<file path="config.mk">
export PLATFORM = sky130hd
export DESIGN_NAME = efb_wb_arbiter
export DESIGN_NICKNAME = d
export VERILOG_FILES = /design/src/rtl/efb_wb_arbiter.sv
export SDC_FILE = /design/constraint.sdc
export NUM_CORES = 1
export LEC_CHECK = 0
export ABC_AREA = 1
export BUFFER_PORTS_ARGS = -buffer_cell sky130_fd_sc_hd__buf_2
export CELL_PAD_IN_SITES_DETAIL_PLACEMENT = 1
export CELL_PAD_IN_SITES_GLOBAL_PLACEMENT = 1
export CORE_MARGIN = 1.5
export CORE_UTILIZATION = 25
export CTS_CLUSTER_DIAMETER = 40
export DETAILED_ROUTE_END_ITERATION = 16
export PLACE_DENSITY_LB_ADDON = 0.1
export SETUP_SLACK_MARGIN = 0.15
export SLEW_MARGIN = 10
export SYNTH_ARGS = -nofsm -noshare
export SYNTH_HDL_FRONTEND = slang
export SYNTH_SLANG_ARGS = --single-unit
</file>
<file path="constraint.sdc">
create_clock -name clk -period 1.75 [get_ports clk]
set_input_delay 0.35 -clock clk [delete_from_list [all_inputs] [get_ports clk]]
set_output_delay 0.35 -clock clk [all_outputs]
set_load 0.01 [all_outputs]
</file>
<file path="src/rtl/efb_wb_arbiter.sv">
// Two-master Wishbone arbiter in front of the 8-bit EFB slave port.
// Grants are held for a master's whole cyc assertion; a stalled-ack watchdog frees the bus.
module efb_wb_arbiter #(
  parameter string       PRIORITY = "RR",
  parameter int unsigned TIMEOUT  = 255,
  parameter int unsigned TO_WIDTH = 16
) (
  input  logic       clk,
  input  logic       rst_n,
  input  logic       m0_cyc_i,
  input  logic       m0_stb_i,
  input  logic       m0_we_i,
  input  logic [7:0] m0_adr_i,
  input  logic [7:0] m0_dat_i,
  output logic [7:0] m0_dat_o,
  output logic       m0_ack_o,
  output logic       m0_err_o,
  input  logic       m1_cyc_i,
  input  logic       m1_stb_i,
  input  logic       m1_we_i,
  input  logic [7:0] m1_adr_i,
  input  logic [7:0] m1_dat_i,
  output logic [7:0] m1_dat_o,
  output logic       m1_ack_o,
  output logic       m1_err_o,
  output logic       s_cyc_o,
  output logic       s_stb_o,
  output logic       s_we_o,
  output logic [7:0] s_adr_o,
  output logic [7:0] s_dat_o,
  input  logic [7:0] s_dat_i,
  input  logic       s_ack_i,
  output logic [1:0] grant_o,
  output logic       timeout_o,
  output logic [1:0] dbg_state_o
);

  // Handshake: a transfer completes in the cycle where the owner has cyc&stb high and the
  // slave returns ack; err replaces ack only when the watchdog expires without an ack.

  typedef enum logic [1:0] {ST_IDLE, ST_GNT0, ST_GNT1, ST_DRAIN} state_e;

  localparam bit                FIXED0  = (PRIORITY == "FIXED0");
  localparam logic [TO_WIDTH-1:0] TO_LAST = TO_WIDTH'(TIMEOUT - 1);

  state_e              state_q, state_d;
  logic                last_grant_q, last_grant_d;
  logic [TO_WIDTH-1:0] wd_cnt_q, wd_cnt_d;

  logic       own;
  logic       own_cyc, own_stb, own_we, oth_cyc;
  logic [7:0] own_adr, own_dat;
  logic       wd_fire;

  assign own     = (state_q == ST_GNT1);
  assign own_cyc = own ? m1_cyc_i : m0_cyc_i;
  assign own_stb = own ? m1_stb_i : m0_stb_i;
  assign own_we  = own ? m1_we_i  : m0_we_i;
  assign own_adr = own ? m1_adr_i : m0_adr_i;
  assign own_dat = own ? m1_dat_i : m0_dat_i;
  assign oth_cyc = own ? m0_cyc_i : m1_cyc_i;

  assign dbg_state_o = state_q;

  always_comb begin
    state_d      = state_q;
    last_grant_d = last_grant_q;
    wd_cnt_d     = '0;
    wd_fire      = 1'b0;
    s_cyc_o      = 1'b0;
    s_stb_o      = 1'b0;
    s_we_o       = 1'b0;
    s_adr_o      = 8'h00;
    s_dat_o      = 8'h00;
    m0_dat_o     = 8'h00;
    m0_ack_o     = 1'b0;
    m0_err_o     = 1'b0;
    m1_dat_o     = 8'h00;
    m1_ack_o     = 1'b0;
    m1_err_o     = 1'b0;
    grant_o      = 2'b00;
    timeout_o    = 1'b0;

    case (state_q)
      ST_IDLE: begin
        if (m0_cyc_i && m1_cyc_i) begin
          state_d = (FIXED0 || last_grant_q) ? ST_GNT0 : ST_GNT1;
        end else if (m0_cyc_i) begin
          state_d = ST_GNT0;
        end else if (m1_cyc_i) begin
          state_d = ST_GNT1;
        end
      end

      ST_GNT0, ST_GNT1: begin
        grant_o = own ? 2'b10 : 2'b01;
        s_cyc_o = own_cyc;
        s_stb_o = own_stb;
        s_we_o  = own_we;
        s_adr_o = own_adr;
        s_dat_o = own_dat;
        // Release wins over the watchdog; hand over directly if the other master waits.
        if (!own_cyc) begin
          state_d = oth_cyc ? (own ? ST_GNT0 : ST_GNT1) : ST_IDLE;
        end else if (own_stb && !s_ack_i) begin
          if (wd_cnt_q == TO_LAST) begin
            wd_fire = 1'b1;
            state_d = ST_DRAIN;
          end else begin
            wd_cnt_d = wd_cnt_q + TO_WIDTH'(1);
          end
        end
        if (own) begin
          m1_dat_o = s_dat_i;
          m1_ack_o = s_ack_i & m1_cyc_i;
          m1_err_o = wd_fire;
        end else begin
          m0_dat_o = s_dat_i;
          m0_ack_o = s_ack_i & m0_cyc_i;
          m0_err_o = wd_fire;
        end
        timeout_o = wd_fire;
      end

      ST_DRAIN: begin
        // last_grant still names the master that timed out.
        if (!(last_grant_q ? m1_cyc_i : m0_cyc_i)) state_d = ST_IDLE;
      end

      default: state_d = ST_IDLE;
    endcase

    if (state_d == ST_GNT0) last_grant_d = 1'b0;
    if (state_d == ST_GNT1) last_grant_d = 1'b1;
  end

  always_ff @(posedge clk) begin
    if (!rst_n) begin
      state_q      <= ST_IDLE;
      last_grant_q <= 1'b1;
      wd_cnt_q     <= '0;
    end else begin
      state_q      <= state_d;
      last_grant_q <= last_grant_d;
      wd_cnt_q     <= wd_cnt_d;
    end
  end

endmodule

</file>
======== Word level (Yosys, flattened, before mapping) ========
Index checks and enable logic that the tools add are counted.
W data, S select, Z words.
storage, ports and cells
  flip-flop bits (word level) ............. 19
  input port bits ......................... 49
  output and inout port bits .............. 44
  word-level logic and storage cells ...... 64
operators by class
  $add $sub $neg .......................... 1
  equal/unequal tests ..................... 6
  multiplexer cells ....................... 41
  bitwise logic cells ..................... 6
  reductions and logical operators ........ 7
operator list
  kind                     count
  $mux W8                  8
  $mux W2                  12
  $mux W1                  20
  $add A16 B1 Y16 const B  1
  $eq A16 B8 Y1 const B    1
  $eq A2 B2 Y1 const B     3
  $pmux W2 S3              1
  $reduce_or A5 Y1         1
  $eq A2 B1 Y1 const B     2
  $not A1 Y1               4
  $reduce_or A2 Y1         2
  $and A1 B1 Y1            2
  $logic_and A1 B1 Y1      2
  $logic_not A2 Y1         1
  $logic_not A1 Y1         1

======== Depth between registers and ports, before layout ========
Gate-level depths: netlist (run 1).
  word-level depth ........................ 8
  depth in mapped cells ................... 13
  mapped depth without buffers ............ 13

======== Worst setup path after synthesis (run 1) ========
OpenSTA, ideal clock, no wires.
  path type ............................... register to output
  from .................................... register state_q[0] (netlist: dbg_state_o[0])
  to ...................................... output port m0_err_o
  arrival time ............................ 1.863 ns
  data required time ...................... 1.400 ns
  slack ................................... -0.463 ns
  cell stages (with the launch flop) ...... 11
  path buffers ............................ 1
  cell sequence ........................... dfxtp_1 inv_1 ha_1 buf_6 nand2_1 nand2_1 nor2_1 nand3_1 nor2_1 inv_1 nor2_1
on the way
  longest elaborated chain between the ends .. 7
  elaborated cells on any way between the ends .. 10
  those cells by class .................... eq/ne: 2; mux: 6; reduce/logical: 2
RTL lines
  item                      RTL line  RTL
  start: declaration        46        state_e state_q, state_d;
  start signal: assignment  143       state_q <= state_d;
  $eq A2 B2 Y1              55, 84
  $mux W1                   57        assign own_stb = own ? m1_stb_i : m0_stb_i;
  $logic_and A1 B1 Y1       105       end else if (own_stb && !s_ack_i) begin
  $mux W1                   105
  $mux W1                   103       if (!own_cyc) begin
  $mux W1                   113       if (own) begin
  $mux W1 *                 84        case (state_q)
  end: declaration          17        output logic m0_err_o,
Mark *: on every way between the ends. The rest lies on a longest branch, timed or not.

======== Final worst setup path (run 1) ========
  from .................................... register state_q[0] (netlist: dbg_state_o[0])
  to ...................................... output port m1_err_o
on the way
  longest elaborated chain between the ends .. 7
  elaborated cells on any way between the ends .. 10
  those cells by class .................... eq/ne: 2; mux: 6; reduce/logical: 2
RTL lines
  item                 RTL line  RTL
  $eq A2 B2 Y1         55, 84
  $mux W1              57
  $logic_and A1 B1 Y1  105
  $mux W1              105
  $mux W1              103
  $mux W1              113
  $mux W1 *            84
  end: declaration     25        output logic m1_err_o,
Marked as above.

==> results of run 1 <==
==> cells in the final DEF, fill, tap and decap left out, drive strengths merged, types with 2 or more instances in the layout <==
cell / n
dfxtp: 19
nor2: 70
xnor2: 4
o211ai: 2
nor3: 6
clkbuf: 4
inv: 41
buf: 147
xor2: 3
a21oi: 10
clkinv: 2
o21ai: 20
nand2: 53
or2: 4
ha: 6
nand3: 4
nand4: 5
==> flip-flops by register name, indices dropped and copies added, names as in the netlist <==
register and flops:
dbg_state_o 2, wd_cnt_q 16, last_grant_q 1
==> area by class of cell <==
type,count,share of cell area
multi-input cells,192,0.420
repair buffers,149,0.368
flip-flops and latches,19,0.117
inverters,42,0.0523
well taps,75,0.0284
clock buffers,3,0.0125
clock inverters,1,0.00151
==> worst paths after layout <==
| check | start | endpoint | cells after the start |
|---|---|---|---|
| hold reg to reg | wd_cnt_q[14] | wd_cnt_q[14] | 2 |
| setup reg to reg | dbg_state_o[0] | wd_cnt_q[7] | 15 |
| setup / recovery | dbg_state_o[0] | m1_err_o | 11 |
| hold / removal | rst_n | dbg_state_o[1] | 3 |
==> cells by family after synthesis <==
logic type / after synthesis / share of synthesized area
flip-flops: 19 / 0.250
adder cells (fa/ha/maj): 6 / 0.0493
buffers and inverters: 50 / 0.135
AO/OA/AOI/OAI: 33 / 0.112
XOR/XNOR: 7 / 0.0402
AND/OR/NAND/NOR: 146 / 0.414
==> timing repair <==
action                     CTS  global route
pin swaps                   14            24
gates resized for setup     82            81
cloned                       5             1
hold buffers                 0             0
setup endpoints to repair   45            60
buffers inserted            17             7
==> stage by stage <==
| stage | std cells | power (uW) | worst slack [ps] | area, sq um | util |
|---|---|---|---|---|---|
| after CTS | 473 | 2190 | -299 | 2920 | 0.496 |
| after global placement | 447 | 1410 | -38.6 | 2310 | 0.392 |
| after global routing | 481 | 2620 | -422 | 3300 | 0.561 |
| after floorplan | 261 | 1030 | -82.3 | 1600 | - |
| after detailed placement | 447 | 1420 | -66.0 | 2310 | 0.392 |
| final | 481 | 2470 | -350 | 3300 | 0.561 |
==> worst register-to-register path: cells and delay by family (launching register included) <==
kind / cells / cell delay [ps]
flip-flops: 1 / 360
adder cells (fa/ha/maj): 1 / 190
buffers and inverters: 9 / 880
AND/OR/NAND/NOR: 5 / 530
==> power groups by stage <==
stage | logic (uW) | clock network [uW] | registers [uW]
2_1_floorplan | 533 | 0 | 495
4_1_cts | 1380 | 329 | 476
5_1_grt | 1790 | 346 | 480
3_5_place_dp | 939 | 0 | 485
6_report | 1680 | 308 | 477
3_3_place_gp | 925 | 0 | 484
==> routing by layer <==
metal | vias to the layer above | GRT usage
met5 | - | 0
met1 | 1036 | 0.209
li1 | 1096 | -
met3 | 22 | 0.0393
met4 | 0 | 0.0397
met2 | 87 | 0.412
==> flow_metrics.tcl, run 1 <==
set metrics [dict create \
    diodes 0 \
    ys_ff_latch 19 \
    drv_slew 0 \
    numCtsBuffers 3 \
    slew_headroom 0.757 \
    worst_path_most_repeated_cell "nor2_4" \
    seqCellArea_sq_um 388 \
    grt_pass1_wl_mm 10.2 \
    via_per_inst 4.66 \
    hold_ws_ps 416 \
    layout.nets 462 \
    internal-power_uw 1430 \
    synth_warnings 0 \
    cts_tree "done" \
    hold_path.class "in -> reg" \
    period_minus_slack_ps 2100 \
    topRoutingLayerUsed "met4" \
    gp_congestion 0.817 \
    ios 93 \
    power_frac_clock 0.125 \
    clock_path_buffers 2 \
    max_freq_ghz 0.476 \
    n_fill_cell 737 \
    regToRegSetupSlack_ps -270 \
    crit_buf_inv 4 \
    cts_root_buf "clkbuf_8" \
    rsz0062_at_grt "yes" \
    path_max_fanout 4 \
    hold_violations 0 \
    synth_edf_count 0 \
    grt_max_degree 17 \
    power.density_mw_per_mm2 747 \
    cp_top_family "simple AND/OR/NAND/NOR gates" \
    power.leakage_uw 0.00160 \
    synth_area_leaders "dfxtp_1 (25%), nor2_1 (17%), nand2_1 (13%)" \
    critical_path_required_ps 1400 \
    p_seq_frac 0.193 \
    end_kind "output port" \
    status "finished, violations left" \
    grt.total_usage 0.202 \
    design.core.area_sq_mm 0.00589 \
    synth_top_area_frac 0.250 \
    tns_ps -13870 \
    critPathMaxStageDelay_ps 360 \
    h-tree-depth 1 \
    antenna_found_initial 0 \
    synthDistinctLibCells 27 \
    initial_utilization 0.259 \
    met3_length_um 505 \
    ant_nets 0 \
    setup_slack_ps -350 \
    clk_latency_ps 250 \
    crit_slowest_cell "dfxtp_4" \
    vias 2241 \
    layout-area-overhead-vs-synth_pct 117 \
    async_flop_share 0 \
    synthTopCellsByCount "nor2_1 (67), nand2_1 (52), inv_1 (41), o21ai_0 (20), dfxtp_1 (19)" \
    crit_chain "inv_4 > ha_4 > buf_6 > nand2_4 > nand2_4 > nor2_4 > nand3_4 > nor2_4 > inv_2 > nor2_4 > buf_6" \
    drc_errors 0 \
    cts.sinks 19 \
    clkTransAtPathRegs_ps 70 \
    drtIter0Drc 44 \
    die_w_um 81.1 \
    portBuffers 92 \
    cap_violations 0 \
    postRouteWirelength_mm 7.87 \
    drive_gt1_frac 0.603 \
    route.met2.wl_mm 4.18 \
    cp.arrival_ps 1750 \
    wl_per_cell_um 16.4 \
    synth_area_sq_mm 0.00152 \
    syn_inst 261 \
    synth.most_common_cell "nor2_1" \
    skew_ps 2.36 \
    grt_overflow 0 \
    peakVddDrop_mv 0.491 \
    violations "negative setup slack" \
    dp_hpwl_mm 4.44 \
    setup_viol 60 \
    yosys_most_used_dff "dfxtp_1" \
    synth_top_area_cell "dfxtp_1" \
    grt_pass1_vias 2167 \
    comb_power_share 0.682 \
    seq_area_frac_synth 0.250 \
    p_sw_frac 0.419 \
    firstDrtPassIters 4 \
    start_kind "register" \
    multi_input_area_sq_mm 0.00139 \
    fin_crit_sh 1.20 \
    avgSynthCellArea_sq_um 5.84 \
    wl_met1_mm 2.91 \
    switchingPower_uw 1030 \
    path_class "reg -> out" \
    die_h_um 81.1 \
    rows 28 \
    die_area_sq_mm 0.00657 \
    synth_nets 316 \
    tightest_slew_ps 361 \
]
Power figures use the tool's default switching activity.
==> run 2, diff against run 1 <==
- BUFFER_PORTS_ARGS: -buffer_cell sky130_fd_sc_hd__buf_2 -> -buffer_cell sky130_fd_sc_hd__buf_4
- PLACE_DENSITY: unset -> 0.86
- PLACE_DENSITY_LB_ADDON: 0.1 -> unset
- SETUP_SLACK_MARGIN: 0.15 -> unset
==> run 2 against run 1 <==
  * The flow still finishes with violations (negative setup slack)
  * Worst hold slack gained 26 ps
  * Worst setup slack lost 40 ps
  * Critical path type unchanged
  * Critical endpoint is now m0_err_o
  * Power grew 11%
  * Cell area grew 1.3%
  * Final cell count shrank 2.1%
  * Highest routed layer unchanged
  * Sequential share of layout area shrank 0.15 points
  * Die area is the same
  * Clock-buffer cell count grew 1
==> flow_metrics.tcl, run 2 (synthesis results as in run 1) <==
set metrics [dict create \
    status "finished, violations left" \
    violations "negative setup slack" \
    fin_area_sq_mm 0.00335 \
    grt.total_usage 0.237 \
    r2r-start "dbg_state_o[0]" \
    grt_max_degree 14 \
    power.density_mw_per_mm2 819 \
    rows 28 \
    p_seq_frac 0.175 \
    hold_path.class "in -> reg" \
    crit_start "dbg_state_o[0]" \
    crit_slowest_cell "dfxtp_4" \
    gp_congestion 0.791 \
    rsz0062_at_grt "yes" \
    diodes 0 \
    dp_hpwl_mm 4.83 \
    critical_path_required_ps 1400 \
    cts_tree "done" \
    max_freq_ghz 0.467 \
    cts_root_buf "clkbuf_8" \
    setup_viol 54 \
    vias 2357 \
    clock_path_buffers 2 \
    cts.sinks 19 \
    drive_gt1_frac 0.591 \
    grt_overflow 0 \
    numCtsBuffers 3 \
    layout-area-overhead-vs-synth_pct 120 \
    setup_slack_ps -390 \
    skew_ps 6.41 \
    internal-power_uw 1570 \
    via_per_inst 5.00 \
    path_class "reg -> out" \
    crit_chain "inv_4 > ha_4 > inv_4 > nand2_1 > nand2_2 > nor2_4 > nand3_4 > nor2_4 > inv_4 > nor2_4 > buf_6" \
    regMostFlops "wd_cnt_q" \
    die_h_um 81.1 \
    ant_nets 0 \
    grt_pass1_wl_mm 11.8 \
    final_cell_mix "buf_4 (108), nand2_1 (45), inv_1 (36)" \
    drv_slew 0 \
    period_minus_slack_ps 2140 \
    fin_crit_sh 1.22 \
    critPathMaxStageDelay_ps 350 \
    initial_utilization 0.259 \
    place_area_sq_mm 0.00254 \
    min-delay-start "rst_n" \
    grt_pass1_vias 2421 \
    switchingPower_uw 1170 \
    hold_ws_ps 443 \
    clk_latency_ps 260 \
    tns_ps -10890 \
    die_w_um 81.1 \
    drc_errors 0 \
    comb_power_share 0.711 \
    layout.nets 452 \
    die_area_sq_mm 0.00657 \
    n_fill_cell 703 \
    postRouteWirelength_mm 9.38 \
    portBuffers 92 \
    peakVddDrop_mv 0.356 \
    antenna_found_initial 0 \
    ios 93 \
    wl_per_cell_um 19.9 \
    p_sw_frac 0.427 \
    clkTransAtPathRegs_ps 70 \
    tightest_slew_ps 379 \
    end_kind "output port" \
    h-tree-depth 1 \
    mostFrequentLayoutCell "buf_4" \
    start_kind "register" \
    pre_cts_ws_ps -124 \
    cp.arrival_ps 1790 \
    largest_register_ffs 16 \
    design.core.area_sq_mm 0.00589 \
    drtIter0Drc 68 \
    firstDrtPassIters 4 \
    hold_violations 0 \
    cap_violations 0 \
    power_frac_clock 0.114 \
    slew_headroom 0.746 \
    final_util 0.569 \
    power.leakage_uw 0.00155 \
    path_max_fanout 4 \
]
==> run 2: cell types whose count changed in the layout (fill, tap and decap cells not counted), sizes merged <==
cell	change
clkbuf	+1
clkinv	-1
buf	-11
nand4	+1
==> run 2: power by group through the flow <==
stage / Clock [uW] / Combinational, uW / Sequential [uW]
floorplan: 0 / 509 / 494
global placement: 0 / 1050 / 483
detailed placement: 0 / 1080 / 486
CTS: 322 / 1640 / 477
global route: 338 / 2030 / 483
finish: 311 / 1950 / 480
==> run 2: path summary, 6_finish.rpt <==
check | to | depth (start not counted) | slack [ps]
worst max-delay path | m0_err_o | 11 | -390
worst min-delay path | dbg_state_o[0] | 3 | 440
worst max register to register | wd_cnt_q[3] | 12 | -150
worst min register to register | wd_cnt_q[14] | 2 | 530
==> run 2: cell type report <==
type	instances	area [sq um]	area share
clock buffers	4	45.0	0.0135
multi-input cells	193	1390	0.416
well taps	75	93.8	0.0280
inverters	42	175	0.0523
flip-flops and latches	19	388	0.116
repair buffers	138	1250	0.374
==> run 2: routing by layer <==
metal,share of wire,vias up,global-route usage
met4,0.075,0,0.124
met5,0,-,0
met1,0.33,1098,0.216
met2,0.52,119,0.473
met3,0.071,59,0.0584
li1,-,1081,-
==> run 2: critical path: cells and delay by family, from the launching register on <==
family        cells  cell delay (ps)
flops             1              350
buf+inv           4              300
simple gates      6              680
fa+ha+maj         1              190
==> run 2: timing repair <==
item                                    4_1_cts  5_1_grt
gates cloned                                  5        1
hold buffers                                  0        0
pin swaps                                     6       20
gates resized for setup                      80       80
buffers inserted                             12        8
endpoints found under the setup margin       41       59
==> run 2: through the flow <==
stage	instances	power [uW]
6_report	471	2740
5_1_grt	471	2850
4_1_cts	466	2440
3_5_place_dp	448	1570
3_3_place_gp	448	1530
2_1_floorplan	261	1000
